$ cat config.mk
export PLATFORM = sky130hd
export DESIGN_NAME = bram_read_arbiter
export DESIGN_NICKNAME = d
export VERILOG_FILES = /design/src/rtl/bram_read_arbiter.sv
export SDC_FILE = /design/constraint.sdc
export NUM_CORES = 1
export LEC_CHECK = 0
export CAP_MARGIN = 10
export CELL_PAD_IN_SITES_DETAIL_PLACEMENT = 0
export CELL_PAD_IN_SITES_GLOBAL_PLACEMENT = 1
export CORE_AREA = 4 4 97 90
export DETAILED_ROUTE_END_ITERATION = 7
export DIE_AREA = 0 0 101 94
export GPL_ROUTABILITY_DRIVEN = 0
export GPL_TIMING_DRIVEN = 0
export HOLD_SLACK_MARGIN = 0.02
export PLACE_DENSITY_LB_ADDON = 0.15
export REMOVE_ABC_BUFFERS = 1
export SETUP_SLACK_MARGIN = 0.2
export SLEW_MARGIN = 15
export SYNTH_ARGS = -nofsm -noshare
export SYNTH_HDL_FRONTEND = slang
export SYNTH_SLANG_ARGS = --single-unit
export TNS_END_PERCENT = 100
$ cat constraint.sdc
create_clock -name clk -period 9.21 [get_ports clk]
set_input_delay 1.842 -clock clk [delete_from_list [all_inputs] [get_ports clk]]
set_output_delay 1.842 -clock clk [all_outputs]
set_load 0.02 [all_outputs]
$ cat src/rtl/bram_read_arbiter.sv
// ---------------------------------------------------------------------------
// bram_read_arbiter
//
// Shares one block-RAM read port among NUM_REQ readers. One requester is
// granted per cycle (round-robin with a bounded burst), the granted address is
// registered onto the BRAM port, and a tag pipeline tracks the owner of every
// in-flight read so the returning word is flagged to the right reader.
//
// Ports:
//   clk        clock
//   rst        synchronous active-high reset
//   req        per-requester read request
//   addr_in    packed addresses, requester i at [i*LOG_MAX_ADDRESS +: LOG_MAX_ADDRESS]
//   grant      one-hot, combinational: requester's read accepted this cycle
//   bram_en    BRAM read enable (registered)
//   bram_addr  BRAM read address (registered, holds when idle)
//   bram_data  BRAM read data, valid BRAM_LATENCY cycles after bram_en
//   valid_out  one-hot: returned word belongs to requester i
//   data_out   returned word, broadcast to all requesters
// ---------------------------------------------------------------------------
module bram_read_arbiter #(
  parameter int NUM_REQ         = 4,
  parameter int LOG_NUM_REQ     = 2,
  parameter int DATA_WIDTH      = 8,
  parameter int LOG_MAX_ADDRESS = 16,
  parameter int BRAM_LATENCY    = 1,
  parameter int MAX_BURST       = 4,
  parameter int LOG_MAX_BURST   = 8
) (
  input  logic                               clk,
  input  logic                               rst,
  input  logic [NUM_REQ-1:0]                 req,
  input  logic [NUM_REQ*LOG_MAX_ADDRESS-1:0] addr_in,
  output logic [NUM_REQ-1:0]                 grant,
  output logic                               bram_en,
  output logic [LOG_MAX_ADDRESS-1:0]         bram_addr,
  input  logic [DATA_WIDTH-1:0]              bram_data,
  output logic [NUM_REQ-1:0]                 valid_out,
  output logic [DATA_WIDTH-1:0]              data_out
);

  localparam logic [LOG_NUM_REQ-1:0]   MAX_IDX   = LOG_NUM_REQ'(NUM_REQ - 1);
  localparam logic [LOG_MAX_BURST-1:0] BURST_MAX = LOG_MAX_BURST'(MAX_BURST);

  logic [LOG_NUM_REQ-1:0]     r_ptr;
  logic [LOG_NUM_REQ-1:0]     r_owner;
  logic [LOG_MAX_BURST-1:0]   r_burst_cnt;
  logic                       r_bram_en;
  logic [LOG_MAX_ADDRESS-1:0] r_bram_addr;
  logic [LOG_NUM_REQ-1:0]     r_issue_id;
  logic                       r_tag_vld [BRAM_LATENCY];
  logic [LOG_NUM_REQ-1:0]     r_tag_id  [BRAM_LATENCY];

  logic                       w_gnt_vld;
  logic [LOG_NUM_REQ-1:0]     w_gnt_id;
  logic [LOG_NUM_REQ-1:0]     w_search_idx;
  logic [LOG_NUM_REQ-1:0]     w_gnt_next_idx;
  logic [LOG_MAX_BURST-1:0]   w_next_cnt;
  logic [LOG_MAX_ADDRESS-1:0] w_gnt_addr;

  // Arbitration: burst continuation first, otherwise a circular search from
  // r_ptr. The wrap compares against NUM_REQ-1 so non-power-of-two NUM_REQ
  // never visits an invalid slot.
  // NOTE: every combinational output gets a default before any branch, so no
  // path leaves a variable unassigned and no latch is inferred.
  always_comb begin
    w_gnt_vld    = 1'b0;
    w_gnt_id     = r_ptr;
    w_search_idx = r_ptr;
    if (!rst && (|req)) begin
      if (req[r_owner] && (r_burst_cnt != '0) && (r_burst_cnt < BURST_MAX)) begin
        w_gnt_vld = 1'b1;
        w_gnt_id  = r_owner;
      end else begin
        for (int k = 0; k < NUM_REQ; k++) begin
          if (!w_gnt_vld && req[w_search_idx]) begin
            w_gnt_vld = 1'b1;
            w_gnt_id  = w_search_idx;
          end
          w_search_idx = (w_search_idx == MAX_IDX) ? '0 : w_search_idx + 1'b1;
        end
      end
    end
  end

  always_comb begin
    grant      = '0;
    w_gnt_addr = '0;
    for (int i = 0; i < NUM_REQ; i++) begin
      if (w_gnt_id == LOG_NUM_REQ'(i)) begin
        grant[i]   = w_gnt_vld;
        w_gnt_addr = addr_in[i*LOG_MAX_ADDRESS +: LOG_MAX_ADDRESS];
      end
    end
  end

  // A repeat grant to the current owner extends its burst; anything else
  // starts a fresh burst of one. Once the burst saturates, the pointer moves
  // past the owner so the others get their turn.
  assign w_next_cnt     = ((w_gnt_id == r_owner) && (r_burst_cnt < BURST_MAX))
                          ? r_burst_cnt + 1'b1 : LOG_MAX_BURST'(1);
  assign w_gnt_next_idx = (w_gnt_id == MAX_IDX) ? '0 : w_gnt_id + 1'b1;

  // NOTE: sequential state uses non-blocking assignments only, so every
  // register samples the pre-edge values regardless of statement order.
  always_ff @(posedge clk) begin
    if (rst) begin
      r_ptr       <= '0;
      r_owner     <= '0;
      r_burst_cnt <= '0;
      r_bram_en   <= 1'b0;
      r_bram_addr <= '0;
      r_issue_id  <= '0;
      for (int k = 0; k < BRAM_LATENCY; k++) r_tag_vld[k] <= 1'b0;
    end else begin
      r_bram_en <= w_gnt_vld;
      if (w_gnt_vld) begin
        r_owner     <= w_gnt_id;
        r_burst_cnt <= w_next_cnt;
        r_ptr       <= (w_next_cnt == BURST_MAX) ? w_gnt_next_idx : w_gnt_id;
        r_bram_addr <= w_gnt_addr;
        r_issue_id  <= w_gnt_id;
      end else begin
        r_burst_cnt <= '0;
      end
      // Stage 0 captures the read presented to the BRAM this cycle, so the
      // last stage lines up with the BRAM output BRAM_LATENCY cycles later.
      r_tag_vld[0] <= r_bram_en;
      for (int k = 1; k < BRAM_LATENCY; k++) r_tag_vld[k] <= r_tag_vld[k-1];
    end
  end

  // NOTE: the tag ids are qualified by their valid bits, so only the valid
  // bits need a reset; the id shift register is left unreset on purpose.
  always_ff @(posedge clk) begin
    r_tag_id[0] <= r_issue_id;
    for (int k = 1; k < BRAM_LATENCY; k++) r_tag_id[k] <= r_tag_id[k-1];
  end

  assign bram_en   = r_bram_en;
  assign bram_addr = r_bram_addr;
  assign data_out  = bram_data;

  always_comb begin
    valid_out = '0;
    for (int i = 0; i < NUM_REQ; i++) begin
      valid_out[i] = r_tag_vld[BRAM_LATENCY-1] &&
                     (r_tag_id[BRAM_LATENCY-1] == LOG_NUM_REQ'(i));
    end
  end

endmodule

# Word-level counts from Yosys, hierarchy flattened
# Memories as Yosys holds them, arrays and structs flattened.
# Cells that the tools add are included.
classes:
  add_sub_neg: 5
  eq_ne: 11
  n_lt_le_gt_ge: 6
  n_bitwise: 1
  n_mux: 46
  reduce_logical: 21
op_table:
  columns: ["cell", "n"]
  rows:
  - ["$mux W16", 4]
  - ["$mux W1", 26]
  - ["$mux W2", 10]
  - ["$lt A2 B3 Y1 const B", 5]
  - ["$eq A2 B2 Y1 const B", 7]
  - ["$logic_and A1 B1 Y1", 11]
  - ["$bmux W1 S2", 5]
  - ["$add A2 B1 Y2 const B", 4]
  - ["$add A8 B1 Y8 const B", 1]
  - ["$eq A8 B3 Y1 const B", 1]
  - ["$lt A8 B3 Y1 const B", 1]
  - ["$mux W8", 1]
  - ["$reduce_bool A8 Y1", 1]
  - ["$eq A2 B1 Y1 const B", 2]
  - ["$logic_not A1 Y1", 4]
  - ["$logic_not A2 Y1", 2]
  - ["$reduce_or A4 Y1", 1]
  - ["$eq A2 B2 Y1", 1]
  - ["$reduce_or A2 Y1", 1]
  - ["$not A1 Y1", 1]
  - ["$reduce_or A1 Y1", 1]
totals:
  mem_count: 2
  ram_bits: 3
  regBits: 29
  output_inout_bits: 33
  word_cells: 97
  in_bits: 78
memory_table:
  columns: ["memory", "words", "word_bits", "rd", "rd_clocked_by_memory_dff", "wr", "line_no", "rtl"]
  rows:
  - ["r_tag_id", 1, 2, 1, 0, 1, "52", "logic [LOG_NUM_REQ-1:0] r_tag_id [BRAM_LATENCY];"]
  - ["r_tag_vld", 1, 1, 1, 0, 1, "51", "logic r_tag_vld [BRAM_LATENCY];"]

# Longest topological paths before layout
depth:
  depth_word: 26
  depth_mapped: 19
  ltp_nobuf: 17

# Worst setup path before layout
# No wires, ideal clock.
synth_timing:
  path_type: "input port to output port"
  from: "input port req[2]"
  to: "output port grant[2]"
  t_arrival_ps: 4226
  n_path_buf: 3
  cell_stages: 10
  slack_ps: 3142
  required_time_ps: 7368
  path_cell_list: "buf_2 > mux4_2 > nand2b_1 > a31oi_4 > nor3_1 > o31ai_2 > ha_1 > clkbuf_1 > clkbuf_1 > and2_1"
synth_between:
  elab_chain_len: 22
  elab_cells_between_ends: 39
  cone_classes: "eq/ne: 1; mux: 28; reduce/logical: 10"
synth_rtl:
  columns: ["item", "line_no", "rtl"]
  rows:
  - ["from (decl)", "32", "input logic [NUM_REQ-1:0] req,"]
  - ["$bmux W1 S2", "76", "if (!w_gnt_vld && req[w_search_idx]) begin"]
  - ["$mux W1 (not written as such)", "76", null]
  - ["$mux W1", "76", null]
  - ["$mux W1", "71", "if (req[r_owner] && (r_burst_cnt != '0) && (r_burst_cnt < BURST_MAX)) begin"]
  - ["$mux W1", "70", "if (!rst && (|req)) begin"]
  - ["$logic_not A1 Y1", "76", null]
  - ["$logic_and A1 B1 Y1", "76", null]
  - ["$mux W1", "76", null]
  - ["(+7 left out)", null, null]
  - ["$logic_not A1 Y1", "76", null]
  - ["$logic_and A1 B1 Y1", "76", null]
  - ["$mux W2", "76", null]
  - ["$mux W2", "71", null]
  - ["$mux W2 (*)", "70", null]
  - ["named net w_gnt_id[1]", "55", "logic [LOG_NUM_REQ-1:0] w_gnt_id;"]
  - ["$eq A2 B2 Y1 (*)", "90", "if (w_gnt_id == LOG_NUM_REQ'(i)) begin"]
  - ["$mux W1 (*)", "90", null]
  - ["to (decl)", "34", "output logic [NUM_REQ-1:0] grant,"]
# Mark *: on every way through the listed nets, which the timed path passes. The rest lies on a longest branch. The select of a mux whose other input is x is not followed.

# Worst setup path in the final report
layout_timing:
  from: "input port req[1]"
  to: "output port grant[2]"
# Same word-level chain as after synthesis.

==> results.md <==
* LEAKAGE at 1.27 nW
* Synth Flop Type: dfxtp_1
* Layout cells sized above 1 at 0.0539
* Fmax achieved at 132 MHz
* Synthesized cell area at 2280 µm²
* Fin nets at 455
* Die width at ~100 µm
* Via count at 2306
* Vias in the first global route at 2285
* Via-to-Cell Ratio at approximately 4.9
* CP Capture Type: output port
* Setup violations, final at 0
* Clk Tree Root Cell: clkbuf_8
* Num CTS Buffers at 5
* Ports at 111
* Seq/Total Area, Yosys at 0.281
* Pwr per Cell Area at 254 nW/µm²
* Initial DRC Count at approximately 90
* Post-Syn Instances at 297
* Min-Delay Path Class: reg -> reg
* Most common cell on crit path: clkdlybuf4s50_1
* Final setup skew at between 0.005 and 0.006 ns
* Initial Utilization at 0.292
* YS warnings at 0
* Most frequent cells in the layout: 94 x clkdlybuf4s50_1, 45 x nor2_1, 39 x a21oi_1, 32 x dfxtp_1, 23 x o21ai_0
* P_int at approximately 460 µW
* Fin Setup TNS at 0 ns
* Total track usage at 0.145
* Initial antenna violation count at 0
* Final wirelength at 6.86 mm
* Top cells by area, synth: dfxtp_1 28%, a21oi_1 8.6%, nor2_1 7.4%
* Period utilization at 0.822
* Resized Gates After CTS at 0
* Avg Cell Area, Syn at approximately 7.7 µm²
* Hold_ws at 0.436 ns
* First-pass GRT wire length at around 11 mm
* Post-CTS setup buffers at 0
* Sequential group share of total power at 0.247
* Commonest non-fill, non-tap cell in the layout: clkdlybuf4s50_1
* Crit path DAT at 5.73 ns
* Unrepaired setup endpoints after global routing: false
* Post-route DRC at 0
* IO buf count at 94
* Die height at 94 µm
* Peak VDD IR at 77.6 µV
* Max capacitance violation total at 0
* WP depth at 10
* Antenna Violating Nets Remaining at 0
* Hold-fix buffers, CTS at 0
* Synth top area share at 0.281
* Crit-path max cell delay at 0.70 ns
* Final critical-path required period at 7.57 ns
* Worst hold stages at 0
* CTS clk-pin slew, worst paths at 0.07 ns
* Hold Violations, Final at 0
* DPL Wire Length at between 5 and 6 mm
* Slew Viols, Final at 0
* Register bit total from synthesis at 32
* NetSw at between 300 and 400 µW
* Worst-path fanout max at 33
* CTS tree: done
* H-tree Lvls at 2
* Antenna cells at 0
* Site row count at 31
* Synth async-reset ratio at 0
* Layout Utilization at 0.427
* Clk_lat worst skew at 0.28 ns
* Clock share of power at 0.135
* Crit-path leading delay family: buffers and inverters
* CTS Buffer Depth at 2
* Worst Max-Slew Pin Slew at roughly 1.0 ns
* DR pass1 iterations at 4
* Routed wire length per instance at between 10 and 15 µm
* Startpoint types: primary input
* EDFF count, synth at 0
* Area Growth Syn to Fin at 46.0%
* Setup Crit Path Kind: in -> out
* Post-synth top area cell: dfxtp_1
* Unique masters post-synth at 53
* Core box area at 7800 µm²
* Pin count of the biggest net entering global routing at 34
* Status: finished clean
* Max_slew headroom at 0.299
* Die area at 9490 µm²
* Switching share of power at 0.450
* Sink Count at 32
* Highest-delay cell along the critical path: mux4_1
* Reg2reg path depth at 15
* Critical path buffers and inverters at 3
* Critical path cell sequence: clkdlybuf4s50_1, mux4_1, a221oi_1, o21ai_0, o221ai_1, nand2_1, inv_1, ha_2, and2_1, clkdlybuf4s50_1
* Critical path data required time at 7.37 ns
* Share of power burned in combinational logic at 0.618
* Total gr overflow at 0
synth_stat cells (all sizes together), types with 2 or more instances:
master and n:
dfxtp 32, o211ai 2, or3 3, o31ai 2
and2 2, buf 14, nor3b 3, or4b 2
xnor2 2, nand4b 2, nand3b 20, nor2 45
nand2 7, nor4 4, and3 5, o41ai 2
clkbuf 20, a22oi 15, mux2i 7, inv 11
nor2b 2, a21oi 40, mux4 2, ha 7
xor2 2, nor3 2, o21bai 2, o21ai 23
and3b 2
through the flow:
stage,std cells,area [µm²],power (mW),worst slack [ns]
after floorplan,267,2120,0.551,2.41
after global placement,460,3190,0.724,0.0149
after detailed placement,462,3230,0.737,1.27
after CTS,470,3320,0.856,1.25
after global routing,470,3330,0.931,1.38
final,470,3330,0.845,1.64
cells by family (layout without fill, tap and decap cells):
| logic type | after synthesis | count (layout) | share of synthesized area |
|---|---|---|---|
| simple gates | 102 | 102 | 0.249 |
| compound gates | 97 | 97 | 0.269 |
| buf+inv | 45 | 115 | 0.0929 |
| flops | 32 | 32 | 0.281 |
| mux | 9 | 9 | 0.0522 |
| fa+ha+maj | 7 | 7 | 0.0385 |
| xor+xnor | 4 | 4 | 0.0154 |
| other cells | 1 | 5 | 0.00165 |
power by group through the flow:
| stage | Clock [mW] | Sequential [mW] | Combinational, mW |
|---|---|---|---|
| final | 0.114 | 0.209 | 0.522 |
| after global routing | 0.126 | 0.216 | 0.589 |
| after global placement | 0 | 0.211 | 0.513 |
| after CTS | 0.119 | 0.209 | 0.528 |
| after floorplan | 0 | 0.235 | 0.316 |
| after detailed placement | 0 | 0.212 | 0.525 |
area by class of cell:
| type | instances | area [µm²] |
|---|---|---|
| fillers | 798 | 4470 |
| multi-input cells | 224 | 1460 |
| repair buffers | 96 | 971 |
| flip-flops and latches | 32 | 641 |
| well taps | 99 | 124 |
| clock buffers | 6 | 82.6 |
| inverters | 11 | 41.3 |
| clock inverters | 2 | 10.0 |
sequential cells by signal (all words and copies together), names as in the netlist:
register and flops:
bram_addr 16, r_tag_vld 1, bram_en 1, r_burst_cnt 8, r_issue_id 2, r_tag_id 2, r_ptr 2
metal layers:
metal / track usage / part of all wire
met1: 0.186 / 0.44
met2: 0.239 / 0.47
met3: 0.0408 / 0.077
met4: 0.0365 / 0.0092
met5: 0 / 0
path summary, 6_finish.rpt:
check / slack, ns / startpoint / to
hold reg to reg: 0.44 / r_issue_id[1]$_SDFFE_PP0P_ / r_tag_id[0][1]$_DFF_P_
setup reg to reg: 3.92 / r_ptr[0]$_SDFFE_PP0P_ / bram_addr[8]$_SDFFE_PP0P_
setup / recovery: 1.64 / req[1] / grant[2]
hold / removal: 0.44 / r_issue_id[1]$_SDFFE_PP0P_ / r_tag_id[0][1]$_DFF_P_
Power figures use the tool's default switching activity.
